<file path="src/rtl/risc8_pkg.sv">
// Shared constants for the risc8 execute/memory slice: widths, opcodes, ALU codes.
package risc8_pkg;

  localparam int DATA_W = 8;
  localparam int ADDR_W = 8;

  localparam logic [3:0] OP_NOP  = 4'b0000;
  localparam logic [3:0] OP_ADD  = 4'b0001;
  localparam logic [3:0] OP_SUB  = 4'b0010;
  localparam logic [3:0] OP_AND  = 4'b0011;
  localparam logic [3:0] OP_LDI  = 4'b0100;
  localparam logic [3:0] OP_ST   = 4'b0101;
  localparam logic [3:0] OP_OR   = 4'b0110;
  localparam logic [3:0] OP_XOR  = 4'b0111;
  localparam logic [3:0] OP_NOT  = 4'b1000;
  localparam logic [3:0] OP_SHL  = 4'b1001;
  localparam logic [3:0] OP_SHR  = 4'b1010;
  localparam logic [3:0] OP_ADDI = 4'b1011;
  localparam logic [3:0] OP_LD   = 4'b1100;
  localparam logic [3:0] OP_HALT = 4'b1111;

  localparam logic [2:0] ALU_ADD = 3'b000;
  localparam logic [2:0] ALU_SUB = 3'b001;
  localparam logic [2:0] ALU_AND = 3'b010;
  localparam logic [2:0] ALU_OR  = 3'b011;
  localparam logic [2:0] ALU_XOR = 3'b100;
  localparam logic [2:0] ALU_NOT = 3'b101;
  localparam logic [2:0] ALU_SHL = 3'b110;
  localparam logic [2:0] ALU_SHR = 3'b111;

endpackage

</file>
<file path="src/rtl/risc8_alu.sv">
// Combinational 8-bit ALU; all results wrap modulo 2**DATA_W, carries are dropped.
module risc8_alu
  import risc8_pkg::*;
(
  input  logic [DATA_W-1:0] a,
  input  logic [DATA_W-1:0] b,
  input  logic [2:0]        op,
  output logic [DATA_W-1:0] result,
  output logic              zero
);

  always_comb begin
    result = '0;
    case (op)
      ALU_ADD: result = a + b;
      ALU_SUB: result = a - b;
      ALU_AND: result = a & b;
      ALU_OR:  result = a | b;
      ALU_XOR: result = a ^ b;
      ALU_NOT: result = ~a;
      ALU_SHL: result = {a[DATA_W-2:0], 1'b0};
      ALU_SHR: result = {1'b0, a[DATA_W-1:1]};
      default: result = '0;
    endcase
  end

  assign zero = (result == '0);

endmodule

</file>
<file path="src/rtl/risc8_exec_mem.sv">
// Execute/memory slice: opcode decode, ALU, 256x8 data memory and write-back select.
module risc8_exec_mem
  import risc8_pkg::*;
(
  input  logic              clk,
  input  logic              rst,
  input  logic [3:0]        opcode,
  input  logic [DATA_W-1:0] rs_data,
  input  logic [DATA_W-1:0] rt_data,
  input  logic [ADDR_W-1:0] imm,
  output logic              rf_we,
  output logic              mem_we,
  output logic              alu_src,
  output logic [2:0]        alu_op,
  output logic              halt,
  output logic [DATA_W-1:0] alu_out,
  output logic              zero,
  output logic [DATA_W-1:0] mem_rdata,
  output logic [DATA_W-1:0] wb_data
);

  logic [DATA_W-1:0] mem [2**ADDR_W];
  logic [DATA_W-1:0] alu_b;

  // Unknown and reserved opcodes fall to the default arm, leaving every strobe low.
  always_comb begin
    rf_we   = 1'b0;
    mem_we  = 1'b0;
    alu_src = 1'b0;
    alu_op  = ALU_ADD;
    halt    = 1'b0;
    case (opcode)
      OP_ADD:  begin rf_we = 1'b1; alu_op = ALU_ADD; end
      OP_SUB:  begin rf_we = 1'b1; alu_op = ALU_SUB; end
      OP_AND:  begin rf_we = 1'b1; alu_op = ALU_AND; end
      OP_LDI:  begin rf_we = 1'b1; alu_src = 1'b1; end
      OP_ST:   begin mem_we = 1'b1; alu_src = 1'b1; end
      OP_OR:   begin rf_we = 1'b1; alu_op = ALU_OR; end
      OP_XOR:  begin rf_we = 1'b1; alu_op = ALU_XOR; end
      OP_NOT:  begin rf_we = 1'b1; alu_op = ALU_NOT; end
      OP_SHL:  begin rf_we = 1'b1; alu_op = ALU_SHL; end
      OP_SHR:  begin rf_we = 1'b1; alu_op = ALU_SHR; end
      OP_ADDI: begin rf_we = 1'b1; alu_src = 1'b1; end
      OP_LD:   begin rf_we = 1'b1; alu_src = 1'b1; end
      OP_HALT: halt = 1'b1;
      default: ;
    endcase
  end

  assign alu_b = alu_src ? imm : rt_data;

  risc8_alu u_alu (
    .a      (rs_data),
    .b      (alu_b),
    .op     (alu_op),
    .result (alu_out),
    .zero   (zero)
  );

  // Reset clears the whole array and takes priority over a pending store.
  always_ff @(posedge clk) begin
    if (rst) begin
      for (int i = 0; i < 2**ADDR_W; i++) mem[i] <= '0;
    end else if (mem_we) begin
      mem[imm] <= rt_data;
    end
  end

  assign mem_rdata = mem[imm];

  always_comb begin
    wb_data = alu_out;
    if (opcode == OP_LDI)     wb_data = imm;
    else if (opcode == OP_LD) wb_data = mem_rdata;
  end

endmodule

</file>
<file path="config.mk">
export PLATFORM = sky130hd
export DESIGN_NAME = risc8_exec_mem
export DESIGN_NICKNAME = d
export VERILOG_FILES = /design/src/rtl/risc8_pkg.sv /design/src/rtl/risc8_alu.sv /design/src/rtl/risc8_exec_mem.sv
export SDC_FILE = /design/constraint.sdc
export NUM_CORES = 2
export LEC_CHECK = 0
export ABC_AREA = 1
export ABC_CLOCK_PERIOD_IN_PS = 10460
export CELL_PAD_IN_SITES_DETAIL_PLACEMENT = 0
export CELL_PAD_IN_SITES_GLOBAL_PLACEMENT = 1
export CORE_MARGIN = 2
export CORE_UTILIZATION = 55
export CTS_CLUSTER_SIZE = 16
export DETAILED_ROUTE_END_ITERATION = 10
export MAX_ROUTING_LAYER = met4
export PLACE_DENSITY = 0.82
export SYNTH_ARGS = -nofsm -noshare
export SYNTH_HDL_FRONTEND = slang
export SYNTH_SLANG_ARGS = --single-unit
export TNS_END_PERCENT = 30
</file>
<file path="constraint.sdc">
create_clock -name clk -period 10.46 [get_ports clk]
set_input_delay 2.615 -clock clk [delete_from_list [all_inputs] [get_ports clk]]
set_output_delay 2.615 -clock clk [all_outputs]
set_load 0.05 [all_outputs]
</file>
Yosys cells after proc, flatten, opt, wreduce, memory -nomap -nowiden
Memories as Yosys holds them, arrays and structs flattened.
Index checks and enable logic that the tools add are counted.
W data, S select, Z words.
{"block": "totals", "in_bits": 30, "elab_cells": 49, "mem_bits_ro": 0, "ramBits": 2048, "mem_count": 1, "ff_bits": 0, "latch_bits": 0, "output_inout_bits": 32}
{"name": "mem", "words": 256, "width": 8, "read_ports": 1, "rd_ports_with_merged_regs": 0, "wr": 256, "line_no": "risc8_exec_mem.sv:22", "source": "logic [DATA_W-1:0] mem [2**ADDR_W];"}
{"block": "op_classes", "reduce_logical": 5, "shifts": 0, "addsub": 2, "magnitude_cmp": 0, "n_eq_ne": 20, "muxes": 17, "n_bitwise": 4, "n_mul": 0, "div": 0}
{"operator": "$pmux W8 S8", "count": 1}
{"operator": "$mux W8", "count": 5}
{"operator": "$eq A4 B4 Y1 const B", "count": 6}
{"operator": "$pmux W3 S7", "count": 1}
{"operator": "$eq A4 B3 Y1 const B", "count": 4}
{"operator": "$eq A3 B3 Y1 const B", "count": 4}
{"operator": "$reduce_or A11 Y1", "count": 1}
{"operator": "$mux W1", "count": 10}
{"operator": "$add A8 B8 Y8", "count": 1}
{"operator": "$and A8 B8 Y8", "count": 1}
{"operator": "$eq A4 B2 Y1 const B", "count": 2}
{"operator": "$logic_not A8 Y1", "count": 1}
{"operator": "$not A8 Y8", "count": 1}
{"operator": "$or A8 B8 Y8", "count": 1}
{"operator": "$reduce_or A8 Y1", "count": 1}
{"operator": "$sub A8 B8 Y8", "count": 1}
{"operator": "$xor A8 B8 Y8", "count": 1}
{"operator": "$eq A3 B2 Y1 const B", "count": 2}
{"operator": "$eq A4 B1 Y1 const B", "count": 1}
{"operator": "$reduce_or A4 Y1", "count": 1}
{"operator": "$eq A3 B1 Y1 const B", "count": 1}
{"operator": "$logic_not A3 Y1", "count": 1}

Longest topological paths before layout
{"block": "logic_depth", "word_depth": 8, "ltp_mapped": 24, "depth_no_buf": 23}

By module
From an unflattened synthesis, not the netlist that was laid out.
{"block": "unflattened", "cells_unflattened": 10871, "hier_area_um2": 95789.4}
{"mod": "risc8_exec_mem", "cells_each": 10636, "area_each_um2": 94521.9, "n_inst": 1, "seq_area_each_um2": 61499.0}
{"mod": "risc8_alu", "cells_each": 235, "area_each_um2": 1267.5, "n_inst": 1, "seq_area_each_um2": 0.0}

Worst setup path before layout
Ideal clock, no wire load.
{"block": "synth_timing", "path_kind": "input -> output", "from": "in opcode[0]", "to": "out wb_data[5]", "slack_ns": 1.296, "path_stages": 21, "t_arrival_ns": 6.549, "required_ns": 7.845, "path_buffers": 1, "path_cell_list": "nor2_1 > nand2_2 > nand3_4 > buf_6 > nand2_1 > o21ai_1 > inv_1 > o21ai_0 > xor2_1 > ha_1 > a21oi_1 > nand2_1 > nand2_1 > nand2_1 > a21oi_1 > xor2_1 > o21ai_0 > o21ai_0 > inv_1 > nand2_1 > nand2_1"}
{"block": "synth_between", "elab_chain_cells": 8, "word_cells_on_any_way": 31, "classes_between": "add/sub: 2; eq/ne: 18; mux: 6; bitwise: 3; reduce/logical: 2"}
{"item": "from (decl)", "line_no": "risc8_exec_mem.sv:7", "source": "input logic [3:0] opcode,"}
{"item": "$eq A4 B3 Y1 or $eq A4 B4 Y1 (tied branches)", "line_no": "risc8_exec_mem.sv:32", "source": "case (opcode)"}
{"item": "$reduce_or A4 Y1 (no source line) (*)"}
{"item": "$mux W1 (*)", "line_no": "risc8_exec_mem.sv:32"}
{"item": "net alu_src", "line_no": "risc8_exec_mem.sv:13", "source": "output logic alu_src,"}
{"item": "$mux W8 (*)", "line_no": "risc8_exec_mem.sv:50", "source": "assign alu_b = alu_src ? imm : rt_data;"}
{"item": "$sub A8 B8 Y8 (tied with other cells)", "line_no": "risc8_alu.sv:16", "source": "ALU_SUB: result = a - b;"}
{"item": "$pmux W8 S8 (*)", "line_no": "risc8_alu.sv:14", "source": "case (op)"}
{"item": "net alu_out[5]", "line_no": "risc8_exec_mem.sv:16", "source": "output logic [DATA_W-1:0] alu_out,"}
{"item": "$mux W8 (*)", "line_no": "risc8_exec_mem.sv:74", "source": "else if (opcode == OP_LD) wb_data = mem_rdata;"}
{"item": "$mux W8 (*)", "line_no": "risc8_exec_mem.sv:73", "source": "if (opcode == OP_LDI) wb_data = imm;"}
{"item": "to (decl)", "line_no": "risc8_exec_mem.sv:19", "source": "output logic [DATA_W-1:0] wb_data"}
Mark *: on every way through the listed nets, which the timed path passes. The rest lies on a longest branch.

Worst setup path in the final report
{"block": "layout_timing", "from": "in opcode[0]", "to": "out zero"}
{"block": "layout_between", "elab_chain_cells": 7, "word_cells_on_any_way": 30, "classes_between": "add/sub: 2; eq/ne: 18; mux: 4; bitwise: 3; reduce/logical: 3"}
{"item": "$eq A4 B3 Y1 or $eq A4 B4 Y1 (tied branches)", "line_no": "risc8_exec_mem.sv:32"}
{"item": "$reduce_or A4 Y1 (no source line)"}
{"item": "$mux W1", "line_no": "risc8_exec_mem.sv:32"}
{"item": "$mux W8", "line_no": "risc8_exec_mem.sv:50"}
{"item": "$sub A8 B8 Y8 (tied with other cells)", "line_no": "risc8_alu.sv:16"}
{"item": "$pmux W8 S8 (*)", "line_no": "risc8_alu.sv:14"}
{"item": "$logic_not A8 Y1 (*)", "line_no": "risc8_alu.sv:27", "source": "assign zero = (result == '0);"}
{"item": "to (decl)", "line_no": "risc8_exec_mem.sv:17", "source": "output logic zero,"}
Every way passes the cells marked *; elsewhere a longest branch is shown, timed or not.

==> results.json <==
{
  "outcome": "finished clean",
  "ys_seq_area_frac": 0.6833,
  "drc_errors": 0,
  "syn_area_um2": 90000,
  "grt_use_total": 0.3332,
  "rows": 148,
  "die_h_um": 408.5,
  "rsz0062_at_grt": "no",
  "avgSynthCellArea_um2": 10.50,
  "finalCriticalPeriod_ns": 9.604,
  "top_register": "mem",
  "drt_first_pass_iters": 9,
  "cts_resized": 0,
  "post_cts.repair.setup_buffers": 0,
  "synth_top_area_share": 0.6833,
  "slew_headroom": 0.1619,
  "finish.cell_count_without_fillers": 10750,
  "grt_overflow": 0,
  "finalWorstSetupSlack_ns": 0.8561,
  "leakage_nw": 38.13,
  "cts_tree": "built",
  "largest_register_ffs": 2048,
  "async_flop_share": 0,
  "dp.cells": 10360,
  "yosysWarningCount": 0,
  "synth_cells": 8568,
  "syn_nets": 8620,
  "drive_above_1_share": 0.06513,
  "synthTopCellsByArea": "edfxtp_1 68%, nand2_1 10%, nor2_1 9.0%",
  "areaGrowthSynthToFinish_pct": 10.44,
  "num_io_pins": 62,
  "nets": 8444,
  "finalMaxSlewViolations": 0,
  "yosysUniqueCellTypes": 38,
  "totalPowerFinal_mw": 18.47,
  "root_buffer": "clkbuf_16",
  "setup_tns_ns": 0,
  "design_area_um2": 99400,
  "globalplace.congestion": 0.9159,
  "grt_first_pass_wirelength_um": 401700,
  "hold_buffers": 0,
  "drv_cap": 0,
  "clock_path_buffers": 3,
  "wl_um": 273900,
  "die_area_um2": 166900,
  "ant_nets": 0,
  "setup_violations": 0,
  "irDropWorstVdd_mv": 0.2066,
  "synth_edf_count": 2048,
  "portBuffers": 61,
  "die_w_um": 408.5,
  "dpl-instance-area_um2": 92700,
  "cp.arrival_ns": 6.99,
  "wire_per_inst_um": 25.47,
  "cts_sinks": 2048,
  "tightest_slew_ns": 1.244,
  "synth_most_common_cell": "nand2_1",
  "crit_fanout": 13,
  "grt_start_max_net_pins": 151,
  "p_per_area_nw_per_um2": 185.8,
  "htreeDepth": 4,
  "cts_inserted_buffers": 206,
  "cp.required_ns": 7.85,
  "ys_ff_latch": 2048,
  "reg_top3": "mem: 2048 flops",
  "endpoint_kind": "output port",
  "path_class": "in -> out",
  "start_util": 0.5536,
  "dp_worst_setup_slack_ns": 0.9393,
  "synthFlopType": "edfxtp_1",
  "final_hold_viol_count": 0,
  "dpl.hpwl_um": 163400,
  "coreArea_um2": 162600,
  "finalCoreUtilization": 0.6114,
  "antenna_found_initial": 5,
  "start_kind": "primary input",
  "whs_ns": 2.902,
  "clk_pin_slew_ns": 0.06,
  "first_global_vias": 62100,
  "hold_class": "in -> reg",
  "fmax_mhz": 104.1,
  "vias_per_cell": 6.086,
  "netlist_top_cells_count": "2505 x nand2_1, 2162 x nor2_1, 2048 x edfxtp_1",
  "synth_top_cell_by_area": "edfxtp_1",
  "vias": 65440,
  "min_period_over_period": 0.9182,
  "drt_iter0_drc": 8492
}
==> report_power, final <==
part / internal (mW) / total [mW] / switching, mW
clock network: 4.20 / 7.39 / 3.20
registers: 9.41 / 9.53 / 0.115
logic: 0.381 / 1.55 / 1.17
total: 14.0 / 18.5 / 4.48
==> cell families after synthesis <==
family	Yosys count	synth area share
adders and majority gates	22	0.003142
buffers and inverters	670	0.03054
AOI/OAI and AO/OA	888	0.06973
DFF	2048	0.6833
xor gates and xnor gates	8	0.0007785
and+or+nand+nor	4932	0.2125
==> cell type report <==
cell class	instances	area [µm²]
antenna	11	27.53
clock buffer	244	5361
clock inverter	139	1311
fill	13450	63190
inverter	80	387.9
multi-input combinational	5850	25880
sequential	2048	61500
tap	2175	2721
timing repair buffer	206	2208
==> layout by cell type, fill, tap and decap left out, types with 4 or more instances in the layout <==
cell	netlist	routed
nor2_4	3	18
buf_4	9	118
inv_1	65	56
ha_1	21	21
o22ai_1	8	8
nor2_2	14	9
clkinv_1	4	57
nor3_4	0	4
xor2_1	8	8
inv_8	0	10
a211oi_1	4	4
nand4_1	122	122
diode_2	0	11
buf_12	0	44
inv_2	11	8
nor2_1	2162	2152
nor3_1	4	4
clkinv_2	0	40
clkbuf_16	0	209
nand2_2	45	45
o21ai_0	121	121
edfxtp_1	2048	2048
bufinv_16	0	22
a21oi_1	28	28
clkbuf_1	415	35
clkdlybuf4s50_1	0	43
a22oi_1	712	712
nand3_1	68	68
clkinvlp_4	0	7
inv_6	0	10
o21ai_1	6	6
nand2_1	2505	2505
==> per-layer routing <==
metal | vias to the layer above | routed length [µm] | global-route usage
li1 | 29140 | - | -
met1 | 32090 | 105800 | 0.4506
met2 | 3645 | 129400 | 0.5139
met3 | 569 | 28420 | 0.05607
met4 | 0 | 10180 | 0.1169
met5 | - | 0 | -
==> path summary, 6_finish.rpt <==
kind	start	to	depth (start not counted)
setup / recovery	opcode[0]	zero	23
hold / removal	rt_data[6]	mem[168][6]	3
==> worst max-delay path, cell delays in order <==
cell and delay [ns]:
clkdlybuf4s50_1 0.52, nor2_1 0.33, nand2_2 0.18, nand3_4 0.20, nand2_1 0.07, o21ai_1 0.15, nand3_1 0.19, nand2_2 0.14
nand2_1 0.11, a21oi_1 0.17, xor2_1 0.17, ha_1 0.28, nand2_1 0.07, inv_1 0.05, a221oi_1 0.24, and2_1 0.18
inv_1 0.04, nand3_1 0.07, nand2_1 0.06, nand2_1 0.11, nand2_1 0.08, nor2_1 0.12, clkdlybuf4s50_1 0.81
Note: power is estimated with default switching activity, not from simulation.
